===== src/rtl/divider_if.sv =====
// ---------------------------------------------------------------------------
// divider_if
//   Start/done bus between the ALU sequencer and the iterative divider.
//   The same contract is used by the Booth multiplier.
//
//   start      sequencer -> divider  begin a division (sampled in IDLE)
//   dividend   sequencer -> divider  numerator, rs1 (sampled in INIT)
//   divisor    sequencer -> divider  denominator, rs2 (sampled in INIT)
//   signed_op  sequencer -> divider  1 = DIV/REM, 0 = DIVU/REMU
//   quotient   divider -> sequencer  quotient result
//   remainder  divider -> sequencer  remainder result
//   busy       divider -> sequencer  high whenever the divider is not IDLE
//   done       divider -> sequencer  one-cycle pulse, results valid with it
// ---------------------------------------------------------------------------
interface divider_if #(
    parameter int XLEN = 32
);
    logic            start;
    logic [XLEN-1:0] dividend;
    logic [XLEN-1:0] divisor;
    logic            signed_op;
    logic [XLEN-1:0] quotient;
    logic [XLEN-1:0] remainder;
    logic            busy;
    logic            done;

    modport master (
        output start, dividend, divisor, signed_op,
        input  quotient, remainder, busy, done
    );

    modport slave (
        input  start, dividend, divisor, signed_op,
        output quotient, remainder, busy, done
    );
endinterface


===== src/rtl/divider.sv =====
// ---------------------------------------------------------------------------
// divider
//   Multi-cycle radix-2 restoring divider for RV32 DIV/DIVU/REM/REMU.
//   Signed operations divide magnitudes and fix up signs at the end.
//   Divide-by-zero and signed overflow (MIN_INT / -1) bypass the loop and
//   return the RISC-V defined results two edges after start.
//
//   clk   core clock, rising edge
//   rst   synchronous reset, active-high; aborts any division in progress
//   bus   divider_if.slave: start/operands in, quotient/remainder/busy/done out
// ---------------------------------------------------------------------------
module divider #(
    parameter int XLEN = 32
) (
    input  logic     clk,
    input  logic     rst,
    divider_if.slave bus
);
    localparam int CNT_W = $clog2(XLEN) + 1;
    localparam logic [XLEN-1:0] MIN_INT = {1'b1, {(XLEN-1){1'b0}}};

    typedef enum logic [2:0] {
        S_IDLE,
        S_INIT,
        S_COMPUTE,
        S_FIXUP,
        S_DONE
    } state_t;

    state_t state, state_nxt;

    logic [XLEN:0]   acc;        // partial remainder
    logic [XLEN-1:0] qreg;       // dividend shifts out, quotient bits shift in
    logic [XLEN-1:0] dvsr;       // |divisor|
    logic [CNT_W-1:0] cnt;
    logic            neg_q;
    logic            neg_r;
    logic [XLEN-1:0] q_res;      // staged result, from FIXUP or a preload
    logic [XLEN-1:0] r_res;
    logic [XLEN-1:0] quotient_r;
    logic [XLEN-1:0] remainder_r;
    logic            done_r;

    // Operand decode, only consumed in INIT.
    logic            dvd_neg, dvs_neg;
    logic            div_zero, sgn_ovf;
    logic [XLEN-1:0] abs_dvd, abs_dvs;

    // One restoring step.
    logic [XLEN+1:0] acc_sh;
    logic            no_borrow;
    logic [XLEN:0]   trial;

    always_comb begin
        dvd_neg  = bus.signed_op & bus.dividend[XLEN-1];
        dvs_neg  = bus.signed_op & bus.divisor[XLEN-1];
        abs_dvd  = dvd_neg ? -bus.dividend : bus.dividend;
        abs_dvs  = dvs_neg ? -bus.divisor  : bus.divisor;
        div_zero = (bus.divisor == '0);
        sgn_ovf  = bus.signed_op && (bus.dividend == MIN_INT) && (bus.divisor == '1);

        acc_sh    = {acc, qreg[XLEN-1]};
        // trial >= 0 is the same as the shifted accumulator not being
        // smaller than the divisor magnitude.
        no_borrow = (acc_sh >= {2'b00, dvsr});
        trial     = acc_sh[XLEN:0] - {1'b0, dvsr};
    end

    always_ff @(posedge clk) begin
        if (rst) state <= S_IDLE;
        else     state <= state_nxt;
    end

    // NOTE: every variable written in a combinational block gets a default
    // before the case statement, otherwise an unlisted path infers a latch.
    always_comb begin
        state_nxt = state;
        case (state)
            S_IDLE:    if (bus.start) state_nxt = S_INIT;
            S_INIT:    state_nxt = (div_zero || sgn_ovf) ? S_DONE : S_COMPUTE;
            S_COMPUTE: if (cnt == CNT_W'(XLEN - 1)) state_nxt = S_FIXUP;
            S_FIXUP:   state_nxt = S_DONE;
            S_DONE:    state_nxt = S_IDLE;
            default:   state_nxt = S_IDLE;
        endcase
    end

    // NOTE: clocked state uses non-blocking assignments so every register
    // samples values from before the edge, independent of statement order.
    always_ff @(posedge clk) begin
        if (rst) begin
            acc         <= '0;
            qreg        <= '0;
            dvsr        <= '0;
            cnt         <= '0;
            neg_q       <= 1'b0;
            neg_r       <= 1'b0;
            q_res       <= '0;
            r_res       <= '0;
            quotient_r  <= '0;
            remainder_r <= '0;
            done_r      <= 1'b0;
        end else begin
            done_r <= 1'b0;
            case (state)
                S_INIT: begin
                    acc   <= '0;
                    qreg  <= abs_dvd;
                    dvsr  <= abs_dvs;
                    cnt   <= '0;
                    neg_q <= dvd_neg ^ dvs_neg;
                    neg_r <= dvd_neg;
                    if (div_zero) begin
                        // Raw dividend, never negated, for both signednesses.
                        q_res <= '1;
                        r_res <= bus.dividend;
                    end else if (sgn_ovf) begin
                        q_res <= bus.dividend;
                        r_res <= '0;
                    end
                end
                S_COMPUTE: begin
                    if (no_borrow) begin
                        acc  <= trial;
                        qreg <= {qreg[XLEN-2:0], 1'b1};
                    end else begin
                        acc  <= acc_sh[XLEN:0];
                        qreg <= {qreg[XLEN-2:0], 1'b0};
                    end
                    cnt <= cnt + CNT_W'(1);
                end
                S_FIXUP: begin
                    q_res <= neg_q ? -qreg : qreg;
                    r_res <= neg_r ? -acc[XLEN-1:0] : acc[XLEN-1:0];
                end
                S_DONE: begin
                    quotient_r  <= q_res;
                    remainder_r <= r_res;
                    done_r      <= 1'b1;
                end
                default: ;
            endcase
        end
    end

    assign bus.quotient  = quotient_r;
    assign bus.remainder = remainder_r;
    assign bus.done      = done_r;
    assign bus.busy      = (state != S_IDLE);
endmodule


===== src/flat_wrapper.sv =====
// flat-port wrapper written by rule: the top's interface ports become plain ports
module divider_flat 
#(
    parameter int XLEN = 32
)
  (clk, rst, bus_start, bus_dividend, bus_divisor, bus_signed_op, bus_quotient, bus_remainder, bus_busy, bus_done);
  divider_if #(.XLEN(XLEN)) bus_i ();
  input  logic clk;
  input  logic rst;
  input wire logic [$bits(bus_i.start)-1:0] bus_start;
  input wire logic [$bits(bus_i.dividend)-1:0] bus_dividend;
  input wire logic [$bits(bus_i.divisor)-1:0] bus_divisor;
  input wire logic [$bits(bus_i.signed_op)-1:0] bus_signed_op;
  output wire logic [$bits(bus_i.quotient)-1:0] bus_quotient;
  output wire logic [$bits(bus_i.remainder)-1:0] bus_remainder;
  output wire logic [$bits(bus_i.busy)-1:0] bus_busy;
  output wire logic [$bits(bus_i.done)-1:0] bus_done;
  assign bus_i.start = bus_start;
  assign bus_i.dividend = bus_dividend;
  assign bus_i.divisor = bus_divisor;
  assign bus_i.signed_op = bus_signed_op;
  assign bus_quotient = bus_i.quotient;
  assign bus_remainder = bus_i.remainder;
  assign bus_busy = bus_i.busy;
  assign bus_done = bus_i.done;
  divider #(.XLEN(XLEN)) u_core (.clk(clk), .rst(rst), .bus(bus_i));
endmodule

===== config.mk =====
export PLATFORM = sky130hd
export DESIGN_NAME = divider_flat
export DESIGN_NICKNAME = d
export VERILOG_FILES = /design/src/rtl/divider_if.sv /design/src/rtl/divider.sv /design/src/flat_wrapper.sv
export SDC_FILE = /design/constraint.sdc
export NUM_CORES = 1
export LEC_CHECK = 0
export ABC_AREA = 1
export ABC_CLOCK_PERIOD_IN_PS = 2200
export CORE_MARGIN = 5
export CORE_UTILIZATION = 53
export CTS_CLUSTER_SIZE = 24
export DETAILED_ROUTE_END_ITERATION = 12
export PLACE_DENSITY = 0.81
export RECOVER_POWER = 25
export SYNTH_ARGS = -nofsm -noshare
export SYNTH_HDL_FRONTEND = slang
export SYNTH_SLANG_ARGS = --single-unit

===== constraint.sdc =====
create_clock -name clk -period 2.2 [get_ports clk]
set_clock_uncertainty 0.05 [all_clocks]
set_input_delay 0.55 -clock clk [delete_from_list [all_inputs] [get_ports clk]]
set_output_delay 0.55 -clock clk [all_outputs]
set_load 0.005 [all_outputs]

==> tab_implementation.tex <==
\begin{tabular}{lr}
\hline
Metric & Value \\
\hline
\multicolumn{2}{l}{\textbf{Yosys}} \\
\quad Cells after Synth & 2699 \\
\quad Most common flop cell mapped by yosys & dfxtp\_1 \\
\quad Post-Synthesis Mean Instance Area & approximately 6.0 µm² \\
\quad Portion of the post-synthesis area used by sequential elements & 0.294 \\
\quad Yosys cell types & 49 \\
\quad Cell Area, Synth & 16200 µm² \\
\quad Post-synthesis sequential element count & 237 \\
\quad Share of the synthesized area in the top cell type & 0.294 \\
\quad Top post-synthesis cells by area & dfxtp\_1 (29\%), nand2\_1 (16\%), nor2\_1 (9.2\%) \\
\quad Post-synth ARST share & 0 \\
\quad Post-synth net total & 2806 \\
\quad Cell type contributing the most total cell area after synthesis & dfxtp\_1 \\
\quad Number of flops mapped to enable cells by yosys & 0 \\
\quad Ys Warns & 0 \\
\multicolumn{2}{l}{\textbf{Worst hold path}} \\
\quad Depth of the worst hold-timing path & 4 \\
\quad Hold worst-path end & u\_core.dvsr[0] \\
\quad Origin of the worst min-delay path & bus\_divisor[0] \\
\quad Min-delay worst type & in2reg \\
\multicolumn{2}{l}{\textbf{Critical path}} \\
\quad Worst Path Required & around 2600 ps \\
\quad Crit. End Element & flip-flop \\
\quad CP Data Arrival Time & around 2600 ps \\
\quad Register-to-register path setup slack & -40 ps \\
\quad Startpoint Class & flip-flop \\
\quad Depth of the worst register-to-register path & 15 \\
\quad Worst Path Class, Setup & reg2reg \\
\quad Number of buffer and inverter instances along the worst setup path & 6 \\
\quad Critical path, cell by cell & inv\_4, ha\_4, buf\_4, nand2\_1, nand2\_1, inv\_1, nand2\_2, inv\_2, a21oi\_4, nor2\_4, buf\_6, buf\_12, nand3\_1, nand3\_1, a21oi\_1 \\
\quad Maximum fanout count along the critical path & 16 \\
\quad Crit-path max cell delay & 350 ps \\
\quad Largest delay share family, worst path & simple AND/OR/NAND/NOR gates \\
\quad Launch instance of the worst register-to-register path & u\_core.dvsr[25] \\
\quad Worst reg2reg endpoint & u\_core.acc[21] \\
\quad Crit-path slowest cell & dfxtp\_1 \\
\multicolumn{2}{l}{\textbf{Timing}} \\
\quad Setup WS post-layout & -37.4 ps \\
\quad Setup violations, final & 23 \\
\quad Setup repair after global routing missed its margin & yes \\
\quad Final hold violations & 0 \\
\quad Final cycle utilization of the critical path & 1.02 \\
\quad Highest Clock Rate & 0.447 GHz \\
\quad Pin slew with the least headroom to its limit & $\sim$920 ps \\
\quad Shortest clock period the worst path allows after layout & 2240 ps \\
\quad Slew HR & 0.385 \\
\quad Number of max-slew violations in the final report & 0 \\
\multicolumn{2}{l}{\textbf{Global routing}} \\
\quad Pin count of the biggest net entering global routing & 112 \\
\quad Antenna violations before repair & 1 \\
\quad Overflow left after global routing & 0 \\
\quad Global routing usage summed across all routing layers & 0.356 \\
\quad Number of global-route vias before repair & about 18k \\
\quad First-pass GRT wire length & 96.7 mm \\
\multicolumn{2}{l}{\textbf{Placement}} \\
\quad Total of buffers placed on input and output ports & 133 \\
\quad Half-perimeter wire length after detailed placement & 49.1 mm \\
\quad Setup WS pre-CTS & -681 ps \\
\quad Final GP Congestion & 1.03 \\
\multicolumn{2}{l}{\textbf{Floorplanning}} \\
\quad Core box area & 30300 µm² \\
\quad Number of placed I/O pins & approximately 130 \\
\quad Initial standard-cell utilization of the core & 0.532 \\
\quad Die Footprint & 34100 µm² \\
\quad Die Y & 185 µm \\
\quad Floorplan die width & 185 µm \\
\quad \# rows & 64 \\
\multicolumn{2}{l}{\textbf{Detailed routing}} \\
\quad Violation count after the first detailed-route iteration & 2269 \\
\quad Via count & 20.1k \\
\quad Number of remaining DRC errors & 0 \\
\quad Post-DRT Antenna Nets & 0 \\
\quad Aggregate routed wire length & 66.1 mm \\
\quad First-pass iteration count of the detailed router & 8 \\
\quad Routed length per instance & 18.6 µm \\
\quad Vias per cell & approximately 5.7 \\
\multicolumn{2}{l}{\textbf{Power}} \\
\quad Worst ir drop on vdd & 1.01 mV \\
\quad Reported leakage power & around 11 nW \\
\quad Total power consumption of the routed design & between 20 and 30 mW \\
\quad Cell Pwr Density & 1290 nW/µm² \\
\multicolumn{2}{l}{\textbf{Cells and area}} \\
\quad Final Util & 0.754 \\
\quad Fraction of layout instances using a drive strength above 1 & 0.232 \\
\quad Number of nets in the finished design & 3239 \\
\quad Area growth from synthesis to layout & 41.6\% \\
\quad Most common cell after layout, fill and taps aside & nand2\_1 \\
\quad Top library cells by usage in the layout, fill and taps aside & nand2\_1 (600), nor2\_1 (356), buf\_4 (353) \\
\multicolumn{2}{l}{\textbf{Clock tree}} \\
\quad TritonCTS Sinks & 237 \\
\quad Worst-Skew Late Latency & between 500 and 600 ps \\
\quad Maximum count of clock buffers along a single path & 3 \\
\quad Clock tree root buffer cell & clkbuf\_16 \\
\quad Clock transition time at the flip-flop clock pins of the worst setup and hold paths & 60 ps \\
\quad Num CTS Buffers & 26 \\
\quad TritonCTS clock tree & done \\
\quad H-tree depth & 1 \\
\multicolumn{2}{l}{\textbf{Status}} \\
\quad Status & complete, but fails checks \\
\quad Violated checks & negative setup slack \\
\multicolumn{2}{l}{\textbf{Run}} \\
\quad Maxcap violations & 0 \\
\hline
\end{tabular}
## cell usage after synthesis (3+ instances only)
library cell	count
xor2_1	27
nand3_1	241
ha_1	38
o211ai_1	8
nand2_2	5
o21ai_1	17
nor2_4	4
dfxtp_1	237
nor3_1	34
nor2_1	395
o22ai_1	12
nor3_2	3
o21bai_1	4
xnor2_1	20
buf_1	11
buf_2	18
o21ai_2	3
and2_1	10
a221oi_1	3
a21oi_1	165
inv_2	4
o31ai_1	9
nor2_2	12
o221ai_1	6
clkbuf_1	73
nor4_1	5
buf_6	11
nand4_1	43
inv_1	333
nand2_1	674
or2_2	3
a31oi_1	22
nand3b_1	14
o21ai_0	213
## worst reg2reg max path, delay by kind of cell, from the launching register on
kind | cells | cell delay, ps
adders and majority gates | 1 | 250
and+or+nand+nor | 6 | 660
AOI/OAI and AO/OA | 2 | 130
buffers and inverters | 6 | 660
DFF | 1 | 350
## state kept, by name, summed over array words and instances (netlist names)
| signal | flops |
|---|---|
| u_core.acc | 33 |
| u_core.qreg | 32 |
| u_core.neg_q | 1 |
| u_core.dvsr | 32 |
| u_core.r_res | 32 |
| u_core.state | 3 |
| u_core.bus.remainder | 32 |
| u_core.q_res | 32 |
| u_core.neg_r | 1 |
| u_core.bus.done | 1 |
| u_core.bus.quotient | 32 |
| u_core.cnt | 6 |
## per-layer routing
metal,part of all wire,track usage
met5,0,0
met4,0.058,0.172
met3,0.097,0.0564
met2,0.43,0.536
met1,0.41,0.498
## stage by stage
step | area [µm²] | setup TNS (ps) | hold slack (ps) | instances
6_report | 22900 | -319 | 382 | 3548
2_1_floorplan | 16200 | 0 | 380 | 2699
4_1_cts | 21800 | -31.2 | 412 | 3525
3_3_place_gp | 20300 | -51650 | 394 | 3469
5_1_grt | 22900 | -7680 | 404 | 3547
3_5_place_dp | 20300 | -56470 | 402 | 3469
## power breakdown
group | switching (mW) | internal (mW)
logic | 11.1 | 7.96
clock network | 1.94 | 2.72
registers | 0.676 | 5.13
## what timing repair did
action / in CTS / in global routing
endpoints found under the setup margin: 98 / 111
pin swaps: 21 / 63
setup buffers: 8 / 16
hold buffers: 0 / 0
gates cloned: 1 / 6
gates resized for setup: 113 / 237
## cell families after synthesis
group	count (synthesis)	share of synthesized area
AND/OR/NAND/NOR	1452	0.382
buffers and inverters	455	0.113
flip-flops	237	0.294
XOR/XNOR	47	0.0255
adder cells (fa/ha/maj)	39	0.0307
AO/OA/AOI/OAI	469	0.155
## layout make-up
| type | count | area (µm²) |
|---|---|---|
| timing repair buffer | 519 | 4610 |
| clock buffer | 33 | 728 |
| fill | 2431 | 7480 |
| tap | 396 | 495 |
| clock inverter | 14 | 180 |
| timing repair inverter | 1 | 6.26 |
| inverter | 340 | 1310 |
| sequential | 237 | 4780 |
| antenna | 1 | 2.50 |
| multi-input combinational | 2007 | 10800 |
## worst max path at each step
stage          slack, ps  cells after the start                to             start
5_1_grt             -150                     13   u_core.r_res[2]  bus_dividend[29]
3_5_place_dp        -680                     13   u_core.q_res[3]   bus_dividend[1]
3_3_place_gp        -600                     13   u_core.r_res[6]   bus_dividend[0]
2_1_floorplan        110                     12   u_core.qreg[24]   bus_dividend[1]
6_report             -40                     15    u_core.acc[21]   u_core.dvsr[25]
4_1_cts              -20                     11  u_core.r_res[21]     u_core.acc[2]
No activity file was read; power rests on OpenSTA's default activity.
